`src/rtl/wb_cmd_bridge_pkg.sv`:
```
// rtl/wb_cmd_bridge_pkg.sv - shared state encoding and command word layout for the host-to-Wishbone bridge
package wb_cmd_bridge_pkg;

  localparam int WB_ADR_W = 5;

  // Host command word bit positions
  localparam int WE_BIT  = 31;
  localparam int ADR_MSB = 28;
  localparam int ADR_LSB = 24;
  localparam int DAT_MSB = 15;
  localparam int DAT_LSB = 0;

  typedef enum logic [1:0] {
    ST_IDLE = 2'd0,
    ST_BUS  = 2'd1,
    ST_RESP = 2'd2
  } state_t;

  // Write payload is the 16-bit command data zero-extended to the bus width
  function automatic logic [31:0] wr_word(input logic [DAT_MSB-DAT_LSB:0] d);
    return {16'h0000, d};
  endfunction

endpackage

```
`src/rtl/wb_cmd_bridge_if.sv`:
```
// rtl/wb_cmd_bridge_if.sv - Wishbone classic bus bundle between the bridge and the SPI master
interface wb_cmd_bridge_if;
  import wb_cmd_bridge_pkg::*;

  logic                wb_cyc_o;
  logic                wb_stb_o;
  logic                wb_we_o;
  logic [WB_ADR_W-1:0] wb_adr_o;
  logic [3:0]          wb_sel_o;
  logic [31:0]         wb_dat_o;
  logic [31:0]         wb_dat_i;
  logic                wb_ack_i;
  logic                wb_err_i;

  modport master (
    output wb_cyc_o, wb_stb_o, wb_we_o, wb_adr_o, wb_sel_o, wb_dat_o,
    input  wb_dat_i, wb_ack_i, wb_err_i
  );

  modport slave (
    input  wb_cyc_o, wb_stb_o, wb_we_o, wb_adr_o, wb_sel_o, wb_dat_o,
    output wb_dat_i, wb_ack_i, wb_err_i
  );

endinterface

```
`src/rtl/wb_cmd_bridge.sv`:
```
// rtl/wb_cmd_bridge.sv - turns a triggered host command word into one Wishbone classic read or write
module wb_cmd_bridge
  import wb_cmd_bridge_pkg::*;
#(
  parameter int TIMEOUT_CYCLES = 255
) (
  input  logic                clk,
  input  logic                rst,
  input  logic [31:0]         ep_dataout,
  input  logic                trigger,
  wb_cmd_bridge_if.master     wb,
  output logic                busy,
  output logic [31:0]         rd_data,
  output logic                rd_valid,
  output logic                done,
  output logic                error,
  output logic                overrun
);

  localparam int CNT_W = $clog2(TIMEOUT_CYCLES + 1);
  localparam logic [CNT_W-1:0] CNT_LAST = CNT_W'(TIMEOUT_CYCLES - 1);

  state_t              state_q, state_d;
  logic [CNT_W-1:0]    cnt_q, cnt_d;
  logic                cyc_q, cyc_d;
  logic                we_q, we_d;
  logic [WB_ADR_W-1:0] adr_q, adr_d;
  logic [31:0]         dat_q, dat_d;
  logic [31:0]         rd_data_q, rd_data_d;
  logic                rd_valid_q, rd_valid_d;
  logic                done_q, done_d;
  logic                busy_q, busy_d;
  logic                error_q, error_d;
  logic                overrun_q, overrun_d;

  // Reserved command bits are deliberately ignored
  logic unused_cmd_bits;
  assign unused_cmd_bits = &{1'b0, ep_dataout[30:29], ep_dataout[23:16]};

  // Next-state and next-output logic; done/rd_valid default low so they pulse for the RESP cycle only
  always_comb begin
    state_d    = state_q;
    cnt_d      = cnt_q;
    cyc_d      = cyc_q;
    we_d       = we_q;
    adr_d      = adr_q;
    dat_d      = dat_q;
    rd_data_d  = rd_data_q;
    rd_valid_d = 1'b0;
    done_d     = 1'b0;
    busy_d     = busy_q;
    error_d    = error_q;
    overrun_d  = overrun_q;

    case (state_q)
      ST_IDLE: begin
        if (trigger) begin
          state_d = ST_BUS;
          cnt_d   = '0;
          cyc_d   = 1'b1;
          we_d    = ep_dataout[WE_BIT];
          adr_d   = ep_dataout[ADR_MSB:ADR_LSB];
          dat_d   = ep_dataout[WE_BIT] ? wr_word(ep_dataout[DAT_MSB:DAT_LSB]) : 32'h0;
          busy_d  = 1'b1;
          error_d = 1'b0;
        end
      end

      ST_BUS: begin
        if (trigger) overrun_d = 1'b1;
        // err is checked first so it wins over a coincident ack
        if (wb.wb_err_i || (!wb.wb_ack_i && cnt_q == CNT_LAST)) begin
          state_d = ST_RESP;
          cyc_d   = 1'b0;
          error_d = 1'b1;
          done_d  = 1'b1;
        end else if (wb.wb_ack_i) begin
          state_d = ST_RESP;
          cyc_d   = 1'b0;
          done_d  = 1'b1;
          if (!we_q) begin
            rd_data_d  = wb.wb_dat_i;
            rd_valid_d = 1'b1;
          end
        end else begin
          cnt_d = cnt_q + CNT_W'(1);
        end
      end

      ST_RESP: begin
        if (trigger) overrun_d = 1'b1;
        state_d = ST_IDLE;
        busy_d  = 1'b0;
      end

      default: begin
        state_d = ST_IDLE;
        cyc_d   = 1'b0;
        busy_d  = 1'b0;
      end
    endcase
  end

  // State and output registers; reset clears everything and aborts any bus cycle at once
  always_ff @(posedge clk or posedge rst) begin
    if (rst) begin
      state_q    <= ST_IDLE;
      cnt_q      <= '0;
      cyc_q      <= 1'b0;
      we_q       <= 1'b0;
      adr_q      <= '0;
      dat_q      <= '0;
      rd_data_q  <= '0;
      rd_valid_q <= 1'b0;
      done_q     <= 1'b0;
      busy_q     <= 1'b0;
      error_q    <= 1'b0;
      overrun_q  <= 1'b0;
    end else begin
      state_q    <= state_d;
      cnt_q      <= cnt_d;
      cyc_q      <= cyc_d;
      we_q       <= we_d;
      adr_q      <= adr_d;
      dat_q      <= dat_d;
      rd_data_q  <= rd_data_d;
      rd_valid_q <= rd_valid_d;
      done_q     <= done_d;
      busy_q     <= busy_d;
      error_q    <= error_d;
      overrun_q  <= overrun_d;
    end
  end

  assign wb.wb_cyc_o = cyc_q;
  assign wb.wb_stb_o = cyc_q;
  assign wb.wb_we_o  = we_q;
  assign wb.wb_adr_o = adr_q;
  assign wb.wb_sel_o = 4'hF;
  assign wb.wb_dat_o = dat_q;

  assign busy     = busy_q;
  assign rd_data  = rd_data_q;
  assign rd_valid = rd_valid_q;
  assign done     = done_q;
  assign error    = error_q;
  assign overrun  = overrun_q;

endmodule

```
`src/flat_wrapper.sv`:
```
// flat-port wrapper written by rule: the top's interface ports become plain ports
module wb_cmd_bridge_flat import wb_cmd_bridge_pkg::*;
#(
  parameter int TIMEOUT_CYCLES = 255
)
  (clk, rst, ep_dataout, trigger, busy, rd_data, rd_valid, done, error, overrun, wb_wb_cyc_o, wb_wb_stb_o, wb_wb_we_o, wb_wb_adr_o, wb_wb_sel_o, wb_wb_dat_o, wb_wb_dat_i, wb_wb_ack_i, wb_wb_err_i);
  wb_cmd_bridge_if wb_i ();
  input  logic clk;
  input  logic rst;
  input  logic [31:0] ep_dataout;
  input  logic trigger;
  output logic busy;
  output logic [31:0] rd_data;
  output logic rd_valid;
  output logic done;
  output logic error;
  output logic overrun;
  output wire logic [$bits(wb_i.wb_cyc_o)-1:0] wb_wb_cyc_o;
  output wire logic [$bits(wb_i.wb_stb_o)-1:0] wb_wb_stb_o;
  output wire logic [$bits(wb_i.wb_we_o)-1:0] wb_wb_we_o;
  output wire logic [$bits(wb_i.wb_adr_o)-1:0] wb_wb_adr_o;
  output wire logic [$bits(wb_i.wb_sel_o)-1:0] wb_wb_sel_o;
  output wire logic [$bits(wb_i.wb_dat_o)-1:0] wb_wb_dat_o;
  input wire logic [$bits(wb_i.wb_dat_i)-1:0] wb_wb_dat_i;
  input wire logic [$bits(wb_i.wb_ack_i)-1:0] wb_wb_ack_i;
  input wire logic [$bits(wb_i.wb_err_i)-1:0] wb_wb_err_i;
  assign wb_wb_cyc_o = wb_i.wb_cyc_o;
  assign wb_wb_stb_o = wb_i.wb_stb_o;
  assign wb_wb_we_o = wb_i.wb_we_o;
  assign wb_wb_adr_o = wb_i.wb_adr_o;
  assign wb_wb_sel_o = wb_i.wb_sel_o;
  assign wb_wb_dat_o = wb_i.wb_dat_o;
  assign wb_i.wb_dat_i = wb_wb_dat_i;
  assign wb_i.wb_ack_i = wb_wb_ack_i;
  assign wb_i.wb_err_i = wb_wb_err_i;
  wb_cmd_bridge #(.TIMEOUT_CYCLES(TIMEOUT_CYCLES)) u_core (.clk(clk), .rst(rst), .ep_dataout(ep_dataout), .trigger(trigger), .wb(wb_i), .busy(busy), .rd_data(rd_data), .rd_valid(rd_valid), .done(done), .error(error), .overrun(overrun));
endmodule
```
`config.mk`:
```
export PLATFORM = sky130hd
export DESIGN_NAME = wb_cmd_bridge_flat
export DESIGN_NICKNAME = d
export VERILOG_FILES = /design/src/rtl/wb_cmd_bridge_pkg.sv /design/src/rtl/wb_cmd_bridge_if.sv /design/src/rtl/wb_cmd_bridge.sv /design/src/flat_wrapper.sv
export SDC_FILE = /design/constraint.sdc
export NUM_CORES = 1
export LEC_CHECK = 0
export BUFFER_PORTS_ARGS = -buffer_cell sky130_fd_sc_hd__buf_2
export CAP_MARGIN = 20
export CORE_MARGIN = 8
export CORE_UTILIZATION = 50
export CTS_CLUSTER_DIAMETER = 150
export DETAILED_ROUTE_END_ITERATION = 7
export PLACE_DENSITY_LB_ADDON = 0.2
export SYNTH_ARGS = -nofsm -noshare
export SYNTH_HDL_FRONTEND = slang
export SYNTH_SLANG_ARGS = --single-unit
```
`constraint.sdc`:
```
create_clock -name clk -period 5.2 [get_ports clk]
set_input_delay 0.52 -clock clk [delete_from_list [all_inputs] [get_ports clk]]
set_output_delay 0.52 -clock clk [all_outputs]
set_load 0.01 [all_outputs]
```
==> reports/results.tsv, run 1 <==
metric	value	unit
critical path's largest stage delay	0.69	ns
Nets	468	
Area Overhead vs Synth	23.88	%
Overflow after GRT	0	
RSZ-0062 raised after global routing	false	
status	finished, final reports clean	
CP arrival	2.68	ns
Peak VDD IR	295.8	uV
Worst-Margin Slew	0.8782	ns
Yosys warnings	0	
r2r setup slk	2.73	ns
r2r startpoint	u_core.state_q[1]	
worst hold path class	in2reg	
Routed Antenna Nets	0	
Leak	2.014	nW
fill cell count	532	
final period utilization	47.54	%
clock transition at the registers of the reported paths	0.07	ns
PwrDens	536.3	nW/um^2
setup violators final	0	
Mean Syn Cell Area	11.69	um^2
leading area contributor after synthesis	dfrtp_1	
Ant. Diodes	0	
Core ar.	6277	um^2
final hold vios	0	
Die ar.	9193	um^2
top post-synthesis cells by area	dfrtp_1 55%, mux2_2 13%, buf_4 4.9%, nand2_1 4.8%, o21ai_0 3.6%	
via count	2334	
die span in x	95.88	um
wirelength, routed	7190	um
ys flop type	dfrtp_1	
mapped cell area	3191	um^2
TritonRoute pass-1 iters	4	
EDFF count, synth	0	
Worst-Skew Late Latency	0.33	ns
reg-to-reg endpoint	u_core.rd_data[18]	
Cell variety after synth	45	
Startpoint Class	flop	
Num CTS Buffers	9	
Final Skew	0.008794	ns
fin crit period	2.472	ns
pin count of the biggest net entering global routing	71	
TNS Setup	0	ns
Util after Layout	62.97	%
async set-reset flop share out of synthesis	100.0	%
initial core utilization	50.83	%
area occupied by multi-input gates	1282	um^2
post_cts resized	0	
hold path depth	2	
Max Cap Viol	0	
Worst Hold Launch	wb_wb_dat_i[25]	
hold slack	0.4124	ns
FF-to-FF path depth	6	
CTS Buffer Depth	2	
gr usage total	15.12	%
Synth Instances	273	
Hold Buf Count CTS	0	
drt wl/cell	15.17	um
Worst setup EP type	flop	
max-slew violation count	0	
CP required	5.41	ns
number of core rows	29	
H-tree depth	3	
root buffer cell	clkbuf_8	
CP cell instances	inv_1 > ha_1 > nand2_1 > nor3_4 > buf_4 > mux2_2	
GP Congestion	0.7687	
synthesized flop and latch total	70	
Hold Path Sink	u_core.rd_data[25]	
share of layout cells above drive strength 1	46.10	%
Slew HR	41.45	%
FF+latch area	1752	um^2
DR vias/cell	4.924	
number of cells after detailed placement	458	
Synth top area share	54.90	%
clk sinks	70	
Seq/Total Area, Yosys	54.90	%
Die Y	95.88	um
fmax	0.4046	GHz
CTS tree	done	
initial drt markers	51	
final std cells w/o fill	474	
initial antenna violation count	0	
vias in the first global route	2188	
Residual DRC	0	
Critical Path Fanout Max	33	
first-pass GRT wire length	10860	um
Port Buffer Count	119	
io pins	150	
crit path kind	reg2reg	
HPWL after DPL	5467	um
Crit-path slowest cell	ha_1	
post-CTS setup buffers	0	
[area by class of cell]
type | count | area share (%)
Multi-Input combinational cell | 182 | 32.45
Tap cell | 77 | 2.437
Clock buffer | 13 | 4.020
Timing Repair Buffer | 122 | 15.64
Clock inverter | 3 | 0.4748
Inverter | 7 | 0.6648
Sequential cell | 70 | 44.32
[kinds of logic (layout without fill, tap and decap cells)]
| family | count (synthesis) | in the layout | synth area share (%) |
|---|---|---|---|
| compound gates | 44 | 44 | 9.412 |
| fa+ha+maj | 7 | 7 | 2.745 |
| buf+inv | 39 | 145 | 7.216 |
| flops | 70 | 70 | 54.90 |
| mux | 42 | 42 | 14.86 |
| other cells | 2 | 20 | 0.2354 |
| simple gates | 69 | 69 | 10.63 |
[cell usage in the layout, fill, tap and decap left out, drive strengths merged, types with 4 or more instances in the layout]
cell / n
a21oi: 5
buf: 122
clkbuf: 13
conb: 20
dfrtp: 70
ha: 7
inv: 7
mux2: 40
nand2: 42
nor2: 7
nor3: 4
o21ai: 23
[cell usage after synthesis, types with 2 or more instances]
master    count
nor3_1        2
dfrtp_1      70
nand4_1       2
ha_1          7
buf_4        21
buf_2         4
mux2_1        4
nor2b_1       2
nor4b_1       2
conb_1        2
nor2_1        7
a21oi_1       5
o21ai_0      23
mux2_2       36
nor3_2        2
and3_1        2
clkbuf_1      7
nand2_1      41
o22ai_1       2
inv_1         7
[worst max-delay path, delay by kind of cell (launching register included)]
family,cells,cell delay [ns]
adder cells (fa/ha/maj),1,0.69
flip-flops,1,0.40
buffers and inverters,2,0.52
multiplexers,1,0.39
AND/OR/NAND/NOR,2,0.35
[metal layers]
| layer | GRT usage [%] | vias up | share of wire [%] |
|---|---|---|---|
| met1 | 18.42 | 1097 | 42 |
| met4 | 6.530 | 0 | 1.5 |
| met3 | 4.992 | 11 | 10 |
| met5 | 0 | - | 0 |
| met2 | 24.06 | 89 | 46 |
| li1 | - | 1137 | - |
[worst max path at each step]
stage / slack (ns) / startpoint / cells past startpoint / to
after detailed placement: 2.76 / u_core.state_q[1] / 6 / u_core.rd_data[18]
after global placement: 2.82 / u_core.state_q[1] / 6 / u_core.rd_data[10]
final: 2.73 / u_core.state_q[1] / 6 / u_core.rd_data[18]
after floorplan: 2.91 / rst / 1 / u_core.busy
after CTS: 2.75 / u_core.state_q[1] / 6 / u_core.rd_data[18]
after global routing: 2.61 / u_core.state_q[1] / 6 / u_core.rd_data[18]
[power breakdown]
part / internal (W) / switching (W)
registers: 0.000784 / 0.000122
logic: 0.000383 / 0.000444
clock network: 0.000199 / 0.000189
[state kept, by name, indices dropped and copies added (netlist names)]
name and flops:
u_core.rd_data 32, u_core.wb.wb_dat_o 16, u_core.cnt_q 8, u_core.wb.wb_adr_o 5
u_core.state_q 2, u_core.busy 1, u_core.done 1, u_core.error 1
u_core.overrun 1, u_core.rd_valid 1, u_core.wb.wb_cyc_o 1, u_core.wb.wb_we_o 1
[metrics by stage]
stage	instance area, um^2	setup WS [ns]	power, W
final	3953	2.728	0.002120
after global routing	3953	2.614	0.002276
after CTS	3953	2.746	0.002157
after detailed placement	3775	2.762	0.001764
after global placement	3775	2.819	0.001731
after floorplan	3258	2.912	0.001415
Power figures use the tool's default switching activity.
==> run 2: changes to the inputs <==
- CORE_UTILIZATION: 50 -> 46
- clock period: 5.2 -> 2.5 ns (I/O delays scaled with it)
==> reports/results.tsv, run 2 (same netlist as run 1, synthesis figures left out) <==
metric	value	unit	change
via count	2327		was 2,334
final hold vios	0		unchanged
post_cts resized	0		unchanged
Post-DP Area	3806	um^2	was 3775 um^2
setup violators final	0		unchanged
share of layout cells above drive strength 1	46.73	%	was 46.10%
max-slew violation count	0		unchanged
Final WS setup	0.4146	ns	was 2.728 ns
Nets	470		was 468
Crit-path slowest cell	ha_1		unchanged
Critical Path Fanout Max	33		unchanged
fin area	4041	um^2	was 3953 um^2
commonest non-fill, non-tap cell in the layout	buf_2		unchanged
initial core utilization	47.22	%	was 50.83%
Die ar.	9857	um^2	was 9193 um^2
Area Overhead vs Synth	26.67	%	was 23.88%
die span in x	99.28	um	was 95.88 um
most frequent cells in the layout	119 x buf_2, 70 x dfrtp_1, 41 x nand2_1		unchanged
max reg flops	32		unchanged
Worst-Skew Late Latency	0.33	ns	about the same
Max Cap Viol	0		unchanged
Slew HR	51.74	%	was 41.45%
post-CTS setup buffers	0		unchanged
DR vias/cell	4.868		was 4.924
TNS Setup	0	ns	unchanged
fmax	0.4795	GHz	was 0.4046 GHz
CTS tree	done		unchanged
Top delay family on crit path	buffers and inverters		was adder cells
CP required	2.71	ns	was 5.41 ns
global-route met2 utilization	22.11	%	was 24.06%
H-tree depth	3		unchanged
final period utilization	83.42	%	was 47.54%
FF-to-FF path depth	6		unchanged
r2r startpoint	u_core.state_q[1]		unchanged
Num CTS Buffers	9		unchanged
PwrDens	1157	nW/um^2	was 536.3 nW/um^2
Leak	2.050	nW	was 2.014 nW
Startpoint Class	flop		unchanged
initial antenna violation count	0		unchanged
pin count of the biggest net entering global routing	38		was 71
status	finished, final reports clean		unchanged
count of buffer and inverter cells on the critical path	2		unchanged
root buffer cell	clkbuf_8		unchanged
RSZ-0062 raised after global routing	false		unchanged
TritonRoute pass-1 iters	4		unchanged
io pins	150		unchanged
initial drt markers	78		was 51
Port Buffer Count	119		unchanged
worst hold path class	in2async		was in2reg
number of cells after detailed placement	463		was 458
final std cells w/o fill	478		was 474
gr usage total	14.44	%	was 15.12%
pre-CTS WS	0.3949	ns	was 2.762 ns
CP arrival	2.29	ns	was 2.68 ns
CP cell instances	inv_1 > ha_1 > nand2_1 > nor3_4 > buf_4 > mux2_2		unchanged
number of core rows	30		was 29
CTS Buffer Depth	2		unchanged
Hold Buf Count CTS	0		unchanged
Routed Antenna Nets	0		unchanged
Residual DRC	0		unchanged
Overflow after GRT	0		unchanged
Core ar.	6756	um^2	was 6277 um^2
vias in the first global route	2420		was 2,188
HPWL after DPL	5374	um	was 5467 um
Worst setup EP type	flop		unchanged
clock transition at the registers of the reported paths	0.08	ns	was 0.07 ns
clk sinks	70		unchanged
wirelength, routed	6998	um	was 7190 um
Die Y	99.28	um	was 95.88 um
met3 GRT Util	6.355	%	was 4.992%
busiest layer in global routing	met2		unchanged
fin crit period	2.085	ns	was 2.472 ns
Final Skew	0.01352	ns	was 0.008794 ns
met1 usage	17.45	%	was 18.42%
fill cell count	578		was 532
critical path's largest stage delay	0.40	ns	was 0.69 ns
GP Congestion	0.8473		was 0.7687
reg-to-reg endpoint	u_core.rd_data[13]		was u_core.rd_data[18]
Peak VDD IR	530.1	uV	was 295.8 uV
Ant. Diodes	0		unchanged
drt wl/cell	14.64	um	was 15.17 um
Worst-Margin Slew	0.7228	ns	was 0.8782 ns
first-pass GRT wire length	11690	um	was 10,860 um
crit path kind	reg2reg		unchanged
r2r setup slk	0.41	ns	was 2.73 ns
-- run 2: power by group --
part           total, W  internal [W]  switching (W)
Clock           0.00107      0.000657       0.000409
Sequential      0.00187       0.00163       0.000242
Combinational   0.00174      0.000813       0.000925
Total           0.00467       0.00310        0.00158
-- run 2: how the worst max path moves through the flow --
stage / startpoint / depth (start not counted) / to / slack [ns]
3_3_place_gp: u_core.state_q[1] / 6 / u_core.rd_data[22] / 0.41
2_1_floorplan: rst / 1 / u_core.busy / 0.48
3_5_place_dp: u_core.state_q[1] / 6 / u_core.rd_data[29] / 0.39
5_1_grt: u_core.state_q[1] / 6 / u_core.rd_data[29] / 0.22
4_1_cts: u_core.state_q[1] / 6 / u_core.rd_data[29] / 0.38
6_report: u_core.state_q[1] / 6 / u_core.rd_data[13] / 0.41
-- run 2: routing by layer --
layer | routed length, um | up-vias
li1 | - | 1141
met1 | 3004 | 1074
met2 | 3166 | 100
met3 | 737 | 12
met4 | 89 | 0
met5 | 0 | -
-- run 2: cell type report --
class | instances | area, um^2 | area share, %
sequential | 70 | 1752 | 43.34
inverter | 7 | 26.28 | 0.6502
clock inverter | 6 | 111.4 | 2.755
multi-input combinational | 182 | 1282 | 31.73
tap | 80 | 100.1 | 2.477
timing repair buffer | 124 | 645.6 | 15.98
clock buffer | 9 | 123.9 | 3.065
-- run 2: metrics by stage --
stage	total power, W	hold slack (ns)	util [%]
global placement	0.003615	0.4171	56.33
finish	0.004674	0.03036	59.81
CTS	0.004754	0.04746	59.81
global route	0.005037	0.09507	59.81
floorplan	0.002944	0.3709	-
detailed placement	0.003675	0.4170	56.33
==> run 3: changes to the inputs <==
- CORE_UTILIZATION: 46 -> 42
- clock period: 2.5 -> 1.7 ns (I/O delays scaled with it)
==> reports/results.tsv, run 3 (same netlist as run 1, synthesis figures left out) <==
metric	value	unit	change
most frequent cells in the layout	119 x buf_2, 69 x dfrtp_1, 40 x nand2_1		was 119 x buf_2, 70 x dfrtp_1, 41 x nand2_1
critical path's largest stage delay	0.39	ns	was 0.40 ns
Routed Antenna Nets	0		unchanged
CTS Buffer Depth	2		unchanged
CP Capture Point	u_core.cnt_q[4]		was u_core.rd_data[13]
Worst setup EP type	flop		unchanged
CP cell instances	inv_2 > ha_4 > buf_6 > nand2_2 > o311a_1 > a32o_1 > nor3_2		was inv_1 > ha_1 > nand2_1 > nor3_4 > buf_4 > mux2_2
HPWL after DPL	5659	um	was 5374 um
root buffer cell	clkbuf_8		unchanged
Die Y	103.2	um	was 99.28 um
drt wl/cell	14.47	um	was 14.64 um
worst hold path class	in2reg		was in2async
fmax	0.6025	GHz	was 0.4795 GHz
Overflow after GRT	0		unchanged
DR vias/cell	4.698		was 4.868
final std cells w/o fill	514		was 478
hold slack	0.04227	ns	was 0.03036 ns
H-tree depth	3		unchanged
commonest non-fill, non-tap cell in the layout	buf_2		unchanged
clk sinks	70		unchanged
TritonRoute pass-1 iters	4		unchanged
CP required	1.96	ns	was 2.71 ns
Worst-Skew Late Latency	0.34	ns	was 0.33 ns
Final Skew	0.006982	ns	was 0.01352 ns
GP Congestion	0.7917		was 0.8473
final period utilization	97.63	%	was 83.42%
number of cells after detailed placement	494		was 463
Num CTS Buffers	9		unchanged
gr usage total	13.98	%	was 14.44%
CP startpoint	u_core.state_q[1]		unchanged
final hold vios	0		unchanged
setup violators final	0		unchanged
Nets	486		was 470
io pins	150		unchanged
Core ar.	7292	um^2	was 6756 um^2
r2r startpoint	u_core.state_q[1]		unchanged
initial drt markers	68		was 78
Port Buffer Count	119		unchanged
Max Cap Viol	0		unchanged
max-slew violation count	0		unchanged
die span in x	103.2	um	was 99.28 um
FF-to-FF path depth	7		was 6
CTS tree	done		unchanged
clock transition at the registers of the reported paths	0.08	ns	about the same
fin crit period	1.660	ns	was 2.085 ns
crit path kind	reg2reg		unchanged
vias in the first global route	2454		was 2,420
status	finished, final reports clean		unchanged
Ant. Diodes	0		unchanged
Area Overhead vs Synth	34.04	%	was 26.67%
initial antenna violation count	0		unchanged
pin count of the biggest net entering global routing	45		was 38
Critical Path Fanout Max	4		was 33
Die ar.	10640	um^2	was 9857 um^2
reg-to-reg endpoint	u_core.cnt_q[4]		was u_core.rd_data[13]
Crit-path slowest cell	dfrtp_1		was ha_1
Peak VDD IR	848.1	uV	was 530.1 uV
Startpoint Class	flop		unchanged
Leak	2.152	nW	was 2.050 nW
TNS Setup	0	ns	unchanged
CP arrival	1.92	ns	was 2.29 ns
initial core utilization	43.75	%	was 47.22%
max reg flops	32		unchanged
share of layout cells above drive strength 1	50.60	%	was 46.73%
r2r setup slk	0.04	ns	was 0.41 ns
wirelength, routed	7438	um	was 6998 um
fill cell count	663		was 578
PwrDens	1688	nW/um^2	was 1157 nW/um^2
Residual DRC	0		unchanged
via count	2415		was 2,327
number of core rows	31		was 30
RSZ-0062 raised after global routing	true		was false
first-pass GRT wire length	11630	um	was 11,690 um
[run 3: cell count changes in the layout (fill, tap and decap cells not counted), moves of 2 or more]
cell      delta
buf_12       +2
ha_1         -2
buf_4       +11
inv_1        -2
clkbuf_8     +2
buf_6        +2
ha_4         +2
[run 3: worst min path at each step]
stage | endpoint | from | slack [ns] | depth (start not counted)
5_1_grt | u_core.rd_data[8] | wb_wb_dat_i[8] | 0.03 | 2
3_3_place_gp | u_core.rd_data[28] | rst | 0.21 | 2
6_report | u_core.rd_data[12] | wb_wb_dat_i[12] | 0.04 | 2
3_5_place_dp | u_core.rd_data[10] | rst | 0.21 | 2
4_1_cts | u_core.rd_data[12] | wb_wb_dat_i[12] | 0.02 | 2
2_1_floorplan | u_core.overrun | trigger | 0.29 | 1
[run 3: critical path, delay by kind of cell (launching register included)]
kind                       cells  cell delay, ns
and+or+nand+nor                2            0.18
AOI/OAI and AO/OA              2            0.61
adders and majority gates      1            0.18
DFF                            1            0.39
buffers and inverters          2            0.22
[run 3: routing by layer]
layer / track usage, % / part of all wire [%]
met5: 0 / 0
met4: 5.673 / 1.1
met3: 5.604 / 13
met2: 21.59 / 45
met1: 17.00 / 41
[run 3: cell type report]
| class | count | area (um^2) | area share, % |
|---|---|---|---|
| multi-input cells | 182 | 1336 | 31.25 |
| repair buffers | 140 | 800.8 | 18.72 |
| flip-flops and latches | 70 | 1753 | 40.99 |
| clock buffers | 11 | 151.4 | 3.540 |
| inverters | 7 | 30.03 | 0.7022 |
| clock inverters | 5 | 81.33 | 1.902 |
| well taps | 99 | 123.9 | 2.896 |
[run 3: what timing repair did]
| action | 4_1_cts | 5_1_grt |
|---|---|---|
| endpoints found under the setup margin | 37 | 47 |
| setup buffers | 0 | 3 |
| endpoints found under the hold margin | 18 | 0 |
| pin swaps | 0 | 4 |
| gates resized for setup | 2 | 12 |
| hold buffers | 1 | 0 |
[run 3: where the power goes]
| group | leakage, nW | switching (W) | internal [W] | total (W) |
|---|---|---|---|---|
| registers | 0.877 | 0.000355 | 0.00240 | 0.00275 |
| logic | 1.16 | 0.00148 | 0.00147 | 0.00295 |
| clock network | 0.116 | 0.000612 | 0.000906 | 0.00152 |
[run 3: metrics by stage]
stage / cell area, um^2 / power [W] / utilization (%) / setup slack, ns
floorplan: 3269 / 0.004335 / - / -0.05136
global placement: 3949 / 0.005530 / 54.15 / -0.008047
detailed placement: 3949 / 0.005615 / 54.15 / -0.05160
CTS: 4203 / 0.007191 / 57.64 / -0.03430
global route: 4277 / 0.007764 / 58.65 / -0.03233
finish: 4277 / 0.007219 / 58.65 / 0.04035
